--- src/rtl/mul_err_pkg.sv ---
// mul_err_pkg: shared types, constants and the error-distance helper for mul_err_accum
package mul_err_pkg;

    typedef enum logic [1:0] {
        IDLE  = 2'd0,
        RUN   = 2'd1,
        DRAIN = 2'd2,
        DONE  = 2'd3
    } err_state_t;

    // Cycles spent flushing the datapath after the last accepted sample
    localparam int DRAIN_CYCLES = 2;

    // Widest product the helper handles; callers zero-extend into this width
    localparam int ED_MAX_W = 32;

    typedef struct packed {
        logic                over;
        logic [ED_MAX_W-1:0] ed;
    } ed_res_t;

    // Absolute difference between exact and approximate products plus overestimate flag
    function automatic ed_res_t ed_abs(input logic [ED_MAX_W-1:0] exact,
                                       input logic [ED_MAX_W-1:0] approx);
        ed_res_t r;
        r.over = approx > exact;
        r.ed   = r.over ? approx - exact : exact - approx;
        return r;
    endfunction

endpackage

--- src/rtl/mul_err_dist.sv ---
// mul_err_dist: operand capture, exact multiply and error-distance pipeline stages
module mul_err_dist
    import mul_err_pkg::*;
#(
    parameter int WIDTH = 6
) (
    input  logic               clk,
    input  logic               rst_n,
    input  logic               i_valid,
    input  logic [WIDTH-1:0]   i_in1,
    input  logic [WIDTH-1:0]   i_in2,
    input  logic [2*WIDTH-1:0] i_approx,
    output logic               o_valid,
    output logic [2*WIDTH-1:0] o_ed,
    output logic               o_over
);

    localparam int PW = 2 * WIDTH;

    logic             r_s1_valid;
    logic [WIDTH-1:0] r_s1_in1;
    logic [WIDTH-1:0] r_s1_in2;
    logic [PW-1:0]    r_s1_approx;
    logic             r_s2_valid;
    logic [PW-1:0]    r_s2_ed;
    logic             r_s2_over;

    logic [PW-1:0]    w_exact;
    ed_res_t          w_res;
    logic             w_unused_hi;

    assign w_exact     = PW'(r_s1_in1) * PW'(r_s1_in2);
    assign w_res       = ed_abs(ED_MAX_W'(w_exact), ED_MAX_W'(r_s1_approx));
    assign w_unused_hi = ^w_res.ed[ED_MAX_W-1:PW];

    // S1: capture the accepted operand pair and its approximate product
    always_ff @(posedge clk or negedge rst_n) begin
        if (!rst_n) begin
            r_s1_valid  <= 1'b0;
            r_s1_in1    <= '0;
            r_s1_in2    <= '0;
            r_s1_approx <= '0;
        end else begin
            r_s1_valid  <= i_valid;
            r_s1_in1    <= i_in1;
            r_s1_in2    <= i_in2;
            r_s1_approx <= i_approx;
        end
    end

    // S2: register error distance and overestimate flag against the exact product
    always_ff @(posedge clk or negedge rst_n) begin
        if (!rst_n) begin
            r_s2_valid <= 1'b0;
            r_s2_ed    <= '0;
            r_s2_over  <= 1'b0;
        end else begin
            r_s2_valid <= r_s1_valid;
            r_s2_ed    <= w_res.ed[PW-1:0];
            r_s2_over  <= w_res.over;
        end
    end

    assign o_valid = r_s2_valid;
    assign o_ed    = r_s2_ed;
    assign o_over  = r_s2_over;

endmodule

--- src/rtl/mul_err_accum.sv ---
// mul_err_accum: windowed error statistics for an approximate multiplier
module mul_err_accum
    import mul_err_pkg::*;
#(
    parameter int WIDTH = 6,
    parameter int CNT_W = 16,
    parameter int ACC_W = 32
) (
    input  logic               clk,
    input  logic               rst_n,
    input  logic               i_start,
    input  logic [CNT_W-1:0]   i_num_samples,
    input  logic               i_in_valid,
    output logic               o_in_ready,
    input  logic [WIDTH-1:0]   i_in1,
    input  logic [WIDTH-1:0]   i_in2,
    input  logic [2*WIDTH-1:0] i_approx,
    output logic               o_busy,
    output logic               o_done,
    output logic [CNT_W-1:0]   o_n_samples,
    output logic [CNT_W-1:0]   o_n_err,
    output logic [CNT_W-1:0]   o_n_over,
    output logic [ACC_W-1:0]   o_sum_ed,
    output logic [2*WIDTH-1:0] o_max_ed,
    output logic               o_sum_sat
);

    localparam int             PW       = 2 * WIDTH;
    localparam logic [CNT_W-1:0] CNT_ONE = CNT_W'(1);
    localparam logic [1:0]     DRAIN_LAST = 2'(DRAIN_CYCLES - 1);

    err_state_t       r_state;
    logic [CNT_W-1:0] r_target;
    logic [CNT_W-1:0] r_acc_cnt;
    logic [1:0]       r_drain_cnt;
    logic [CNT_W-1:0] r_n_samples;
    logic [CNT_W-1:0] r_n_err;
    logic [CNT_W-1:0] r_n_over;
    logic [ACC_W-1:0] r_sum_ed;
    logic [PW-1:0]    r_max_ed;
    logic             r_sum_sat;

    logic             w_accept;
    logic             w_start_ok;
    logic             w_s2_valid;
    logic [PW-1:0]    w_ed;
    logic             w_over;
    logic [ACC_W:0]   w_sum_ext;
    logic             w_carry;

    assign o_in_ready = (r_state == RUN) && (r_acc_cnt != r_target);
    assign o_busy     = (r_state == RUN) || (r_state == DRAIN);
    assign o_done     = (r_state == DONE);
    assign w_accept   = i_in_valid && o_in_ready;
    assign w_start_ok = i_start && ((r_state == IDLE) || (r_state == DONE));
    assign w_sum_ext  = {1'b0, r_sum_ed} + (ACC_W + 1)'(w_ed);
    assign w_carry    = w_sum_ext[ACC_W];

    mul_err_dist #(.WIDTH(WIDTH)) u_dist (
        .clk      (clk),
        .rst_n    (rst_n),
        .i_valid  (w_accept),
        .i_in1    (i_in1),
        .i_in2    (i_in2),
        .i_approx (i_approx),
        .o_valid  (w_s2_valid),
        .o_ed     (w_ed),
        .o_over   (w_over)
    );

    // Window control: accept target samples, drain the datapath, then hold DONE
    always_ff @(posedge clk or negedge rst_n) begin
        if (!rst_n) begin
            r_state     <= IDLE;
            r_target    <= '0;
            r_acc_cnt   <= '0;
            r_drain_cnt <= '0;
        end else begin
            case (r_state)
                IDLE, DONE: begin
                    if (i_start) begin
                        r_target  <= i_num_samples;
                        r_acc_cnt <= '0;
                        r_state   <= (i_num_samples == '0) ? DONE : RUN;
                    end
                end
                RUN: begin
                    if (w_accept)
                        r_acc_cnt <= r_acc_cnt + CNT_ONE;
                    if (r_acc_cnt == r_target) begin
                        r_state     <= DRAIN;
                        r_drain_cnt <= '0;
                    end
                end
                DRAIN: begin
                    r_drain_cnt <= r_drain_cnt + 2'd1;
                    if (r_drain_cnt == DRAIN_LAST)
                        r_state <= DONE;
                end
                default: r_state <= IDLE;
            endcase
        end
    end

    // S3: clear on a new window, otherwise fold each valid error distance into the totals
    always_ff @(posedge clk or negedge rst_n) begin
        if (!rst_n) begin
            r_n_samples <= '0;
            r_n_err     <= '0;
            r_n_over    <= '0;
            r_sum_ed    <= '0;
            r_max_ed    <= '0;
            r_sum_sat   <= 1'b0;
        end else if (w_start_ok) begin
            r_n_samples <= '0;
            r_n_err     <= '0;
            r_n_over    <= '0;
            r_sum_ed    <= '0;
            r_max_ed    <= '0;
            r_sum_sat   <= 1'b0;
        end else if (w_s2_valid) begin
            r_n_samples <= r_n_samples + CNT_ONE;
            if (w_ed != '0)
                r_n_err <= r_n_err + CNT_ONE;
            if (w_over)
                r_n_over <= r_n_over + CNT_ONE;
            r_sum_ed  <= w_carry ? '1 : w_sum_ext[ACC_W-1:0];
            r_sum_sat <= r_sum_sat | w_carry;
            if (w_ed > r_max_ed)
                r_max_ed <= w_ed;
        end
    end

    assign o_n_samples = r_n_samples;
    assign o_n_err     = r_n_err;
    assign o_n_over    = r_n_over;
    assign o_sum_ed    = r_sum_ed;
    assign o_max_ed    = r_max_ed;
    assign o_sum_sat   = r_sum_sat;

endmodule

--- config.mk ---
export PLATFORM = sky130hd
export DESIGN_NAME = mul_err_accum
export DESIGN_NICKNAME = d
export VERILOG_FILES = /design/src/rtl/mul_err_pkg.sv /design/src/rtl/mul_err_dist.sv /design/src/rtl/mul_err_accum.sv
export SDC_FILE = /design/constraint.sdc
export NUM_CORES = 1
export LEC_CHECK = 0
export CELL_PAD_IN_SITES_DETAIL_PLACEMENT = 1
export CELL_PAD_IN_SITES_GLOBAL_PLACEMENT = 1
export CORE_UTILIZATION = 43
export DETAILED_ROUTE_END_ITERATION = 6
export PLACE_DENSITY = 0.89
export SYNTH_ARGS = -nofsm -noshare
export SYNTH_HDL_FRONTEND = slang
export SYNTH_SLANG_ARGS = --single-unit
--- constraint.sdc ---
create_clock -name clk -period 6.15 [get_ports clk]
set_clock_uncertainty 0.05 [all_clocks]
set_input_delay 0.9225 -clock clk [delete_from_list [all_inputs] [get_ports clk]]
set_output_delay 0.9225 -clock clk [all_outputs]
set_load 0.05 [all_outputs]
==> impl_metrics.json <==
{
  "status": "finished clean",
  "synth-async-reset-ratio_pct": 100,
  "rsz0062_at_grt": "false",
  "worst_path_most_repeated_cell": "fa_1",
  "die_y_um": 160,
  "syn_nets": 1303,
  "crit_chain": "and2_1, fa_1, inv_1, fa_1, fa_1, inv_1, ha_1, nor2b_1, o21ai_0, a21boi_0, o21ai_1, nand2b_1, xor2_1, ha_1, nand3_1, or3_1, a21oi_2, buf_4, mux2i_1, xor2_1",
  "synth_area_mm2": 0.0108,
  "clockBufferDepth": 2,
  "gp_congestion": 0.866,
  "cts_sinks": 168,
  "p_total_mw": 6.00,
  "synth-warning-count": 0,
  "die_x_um": 160,
  "path_max_fanout": 12,
  "setup_viol": 0,
  "period_share_pct": 92.6,
  "synthDistinctLibCells": 69,
  "place_ws_ns": 0.622,
  "port-buffer-count": 139,
  "core_mm2": 0.0245,
  "holdBufCountCts": 0,
  "ios": 140,
  "synth_seq_cells": 168,
  "cts_tree": "yes",
  "ff2ff_path_depth": 20,
  "post_cts_resized": 0,
  "grt_pass1_vias": 9807,
  "syn_avg_cell_area_um2": 9.26,
  "ys_seq_area_share_pct": 39.1,
  "start_kind": "flip-flop",
  "start_util_pct": 44.0,
  "hold_slack_ns": 0.267,
  "synth_ff_type": "dfrtp_1",
  "synth_top_area_cell": "dfrtp_1",
  "critical_path_class": "reg -> reg",
  "fin_tns_setup_ns": 0,
  "powerDensity_mw_per_mm2": 460,
  "min_path_type": "in -> async",
  "first_pass_iters": 4,
  "post-route-min-period_ns": 5.69,
  "arrival_ns": 6.01,
  "p_leak_nw": 6.11,
  "ant_nets": 0,
  "antenna_found_initial": 0,
  "final_util_pct": 53.4,
  "hpwl_um": 21600,
  "clk_pin_slew_ns": 0.09,
  "synth_area_leaders": "dfrtp_1, ha_1, nand2_1, xor2_1, fa_1",
  "clockRootBuffer": "clkbuf_16",
  "slew_headroom_pct": 33.8,
  "die_area_mm2": 0.0257,
  "num_antenna_cells": 0,
  "slowest_delay_ns": 0.58,
  "grtUsageTotal_pct": 24.9,
  "worst_slack_ns": 0.456,
  "slowest_stage": "fa_1",
  "h-tree-depth": 4,
  "cts_setup_buffers": 0,
  "vias_per_cell": 5.67,
  "numCtsBuffers": 17,
  "synth_top_area_share_pct": 39.1,
  "syn_inst": 1163,
  "ir_worst_vdd_mv": 0.221,
  "synth_edf_count": 0,
  "maxCapViolCount": 0,
  "slew_viol_final": 0,
  "insertion_delay_ns": 0.45,
  "tightest_slew_ns": 0.988,
  "finalHoldViolations": 0,
  "drt-total-wl_um": 30400,
  "avgRoutedWirePerCell_um": 18.7,
  "area_growth_syn_to_layout_pct": 21.3,
  "cp.required_ns": 6.46,
  "end_kind": "flip-flop",
  "drive_above_1_share_pct": 6.38,
  "nNetsFinal": 1427,
  "vias": 9202,
  "grt_max_degree": 75,
  "grt_pass1_wl_um": 51300,
  "row_count": 57,
  "grt-ovfl-total": 0,
  "fmax_ghz": 0.176,
  "drt-initial-drc-count": 506,
  "route.detailed.drc": 0
}
## layout make-up
class	instances	area (um^2)
clock buffer	17	425
clock inverter	15	196
fill	2780	11400
inverter	77	289
multi-input combinational	875	6070
sequential	168	4200
tap	324	405
timing repair buffer	148	1460
## routing by layer
layer	vias to the layer above	part of all wire (%)	wire (um)	global-route usage, %
met5	-	0	0	0
met2	181	51	15500	43.9
met1	4641	43	13000	30.7
met3	63	3.5	1070	4.18
li1	4317	-	-	-
met4	0	2.7	817	8.35
## stage by stage
step	cells	instance area [um^2]
floorplan	1163	10800
global placement	1592	12400
detailed placement	1592	12400
CTS	1624	13100
global route	1624	13100
finish	1624	13100
## power breakdown
part	internal [mW]	switching, mW	total (mW)
clock network	0.559	0.565	1.12
registers	1.35	0.326	1.67
logic	1.26	1.95	3.20
total	3.16	2.84	6.00
## flip-flops by register name, summed over array words and instances, names as in the netlist
| register | cells |
|---|---|
| u_dist.r_s1_approx | 12 |
| r_acc_cnt | 16 |
| r_drain_cnt | 2 |
| o_sum_ed | 32 |
| u_dist.o_ed | 12 |
| o_max_ed | 12 |
| o_n_over | 16 |
| u_dist.r_s1_in2 | 6 |
| o_n_err | 16 |
| r_target | 16 |
| u_dist.r_s1_valid | 1 |
| o_n_samples | 16 |
| r_state | 2 |
| u_dist.o_over | 1 |
| u_dist.o_valid | 1 |
| o_sum_sat | 1 |
| u_dist.r_s1_in1 | 6 |
## worst paths after layout
check                                    from        endpoint  slack, ns
min in group clk            u_dist.r_s1_valid  u_dist.o_valid       0.35
max                        u_dist.r_s1_in2[2]  u_dist.o_ed[9]       0.46
min reg2reg                 u_dist.r_s1_valid  u_dist.o_valid       0.35
max reg2reg                u_dist.r_s1_in2[2]  u_dist.o_ed[9]       0.46
max in group asynchronous               rst_n     o_max_ed[4]       4.52
min                                     rst_n  o_n_samples[9]       0.27
## critical path: cells and delay by family (launching register included)
kind | cells | cell delay [ns]
flip-flops | 1 | 0.44
adder cells (fa/ha/maj) | 5 | 2.36
AND/OR/NAND/NOR | 5 | 1.06
AO/OA/AOI/OAI | 4 | 0.76
XOR/XNOR | 2 | 0.35
buffers and inverters | 3 | 0.35
multiplexers | 1 | 0.24
## cell usage after synthesis (9+ instances only)
library cell / number
nand4_1: 27
buf_2: 11
nand2b_1: 14
nor4_1: 15
nand3_1: 53
clkbuf_1: 17
o21ai_0: 49
a21oi_1: 53
or4_1: 13
dfrtp_1: 168
mux2i_1: 27
a31oi_1: 9
o221a_2: 15
o21a_1: 9
xnor2_1: 33
nand2_1: 129
ha_1: 76
or3_1: 11
inv_1: 77
nor3_1: 16
and3_1: 29
buf_1: 9
fa_1: 20
xor2_1: 54
nor2_1: 94
and2_1: 39
## placed cells by master, fill, tap and decap left out, types with 3 or more instances in the layout
cell type,n
nor2b_1,8
dfrtp_1,168
a211oi_1,7
nand2_1,128
o211ai_1,6
and2_1,38
nor2_1,94
clkbuf_16,17
buf_4,9
inv_1,77
nand4_1,27
o21a_1,9
clkdlybuf4s50_1,138
a21oi_1,53
xor2_1,54
a31o_2,3
mux2i_1,27
clkinv_8,6
xnor2_1,33
a21boi_0,3
a41o_1,3
o21ai_0,48
fa_1,20
nor4_1,15
o221a_2,15
inv_8,5
nand2b_1,14
o21ai_1,3
a21o_1,8
and3_1,29
nand3_1,53
ha_1,76
and4_1,7
nor3_1,16
or3_1,11
or2_2,6
a31oi_1,9
or4_1,13
## cells by family (layout without fill, tap and decap cells)
| kind of cell | after synthesis | after routing | share of synthesized area (%) |
|---|---|---|---|
| AND/OR/NAND/NOR | 469 | 469 | 21.8 |
| AO/OA/AOI/OAI | 194 | 194 | 12.2 |
| flip-flops | 168 | 168 | 39.1 |
| buffers and inverters | 120 | 257 | 4.57 |
| adder cells (fa/ha/maj) | 96 | 96 | 12.6 |
| XOR/XNOR | 87 | 87 | 7.08 |
| multiplexers | 29 | 29 | 2.72 |
No activity file was read; power rests on OpenSTA's default activity.
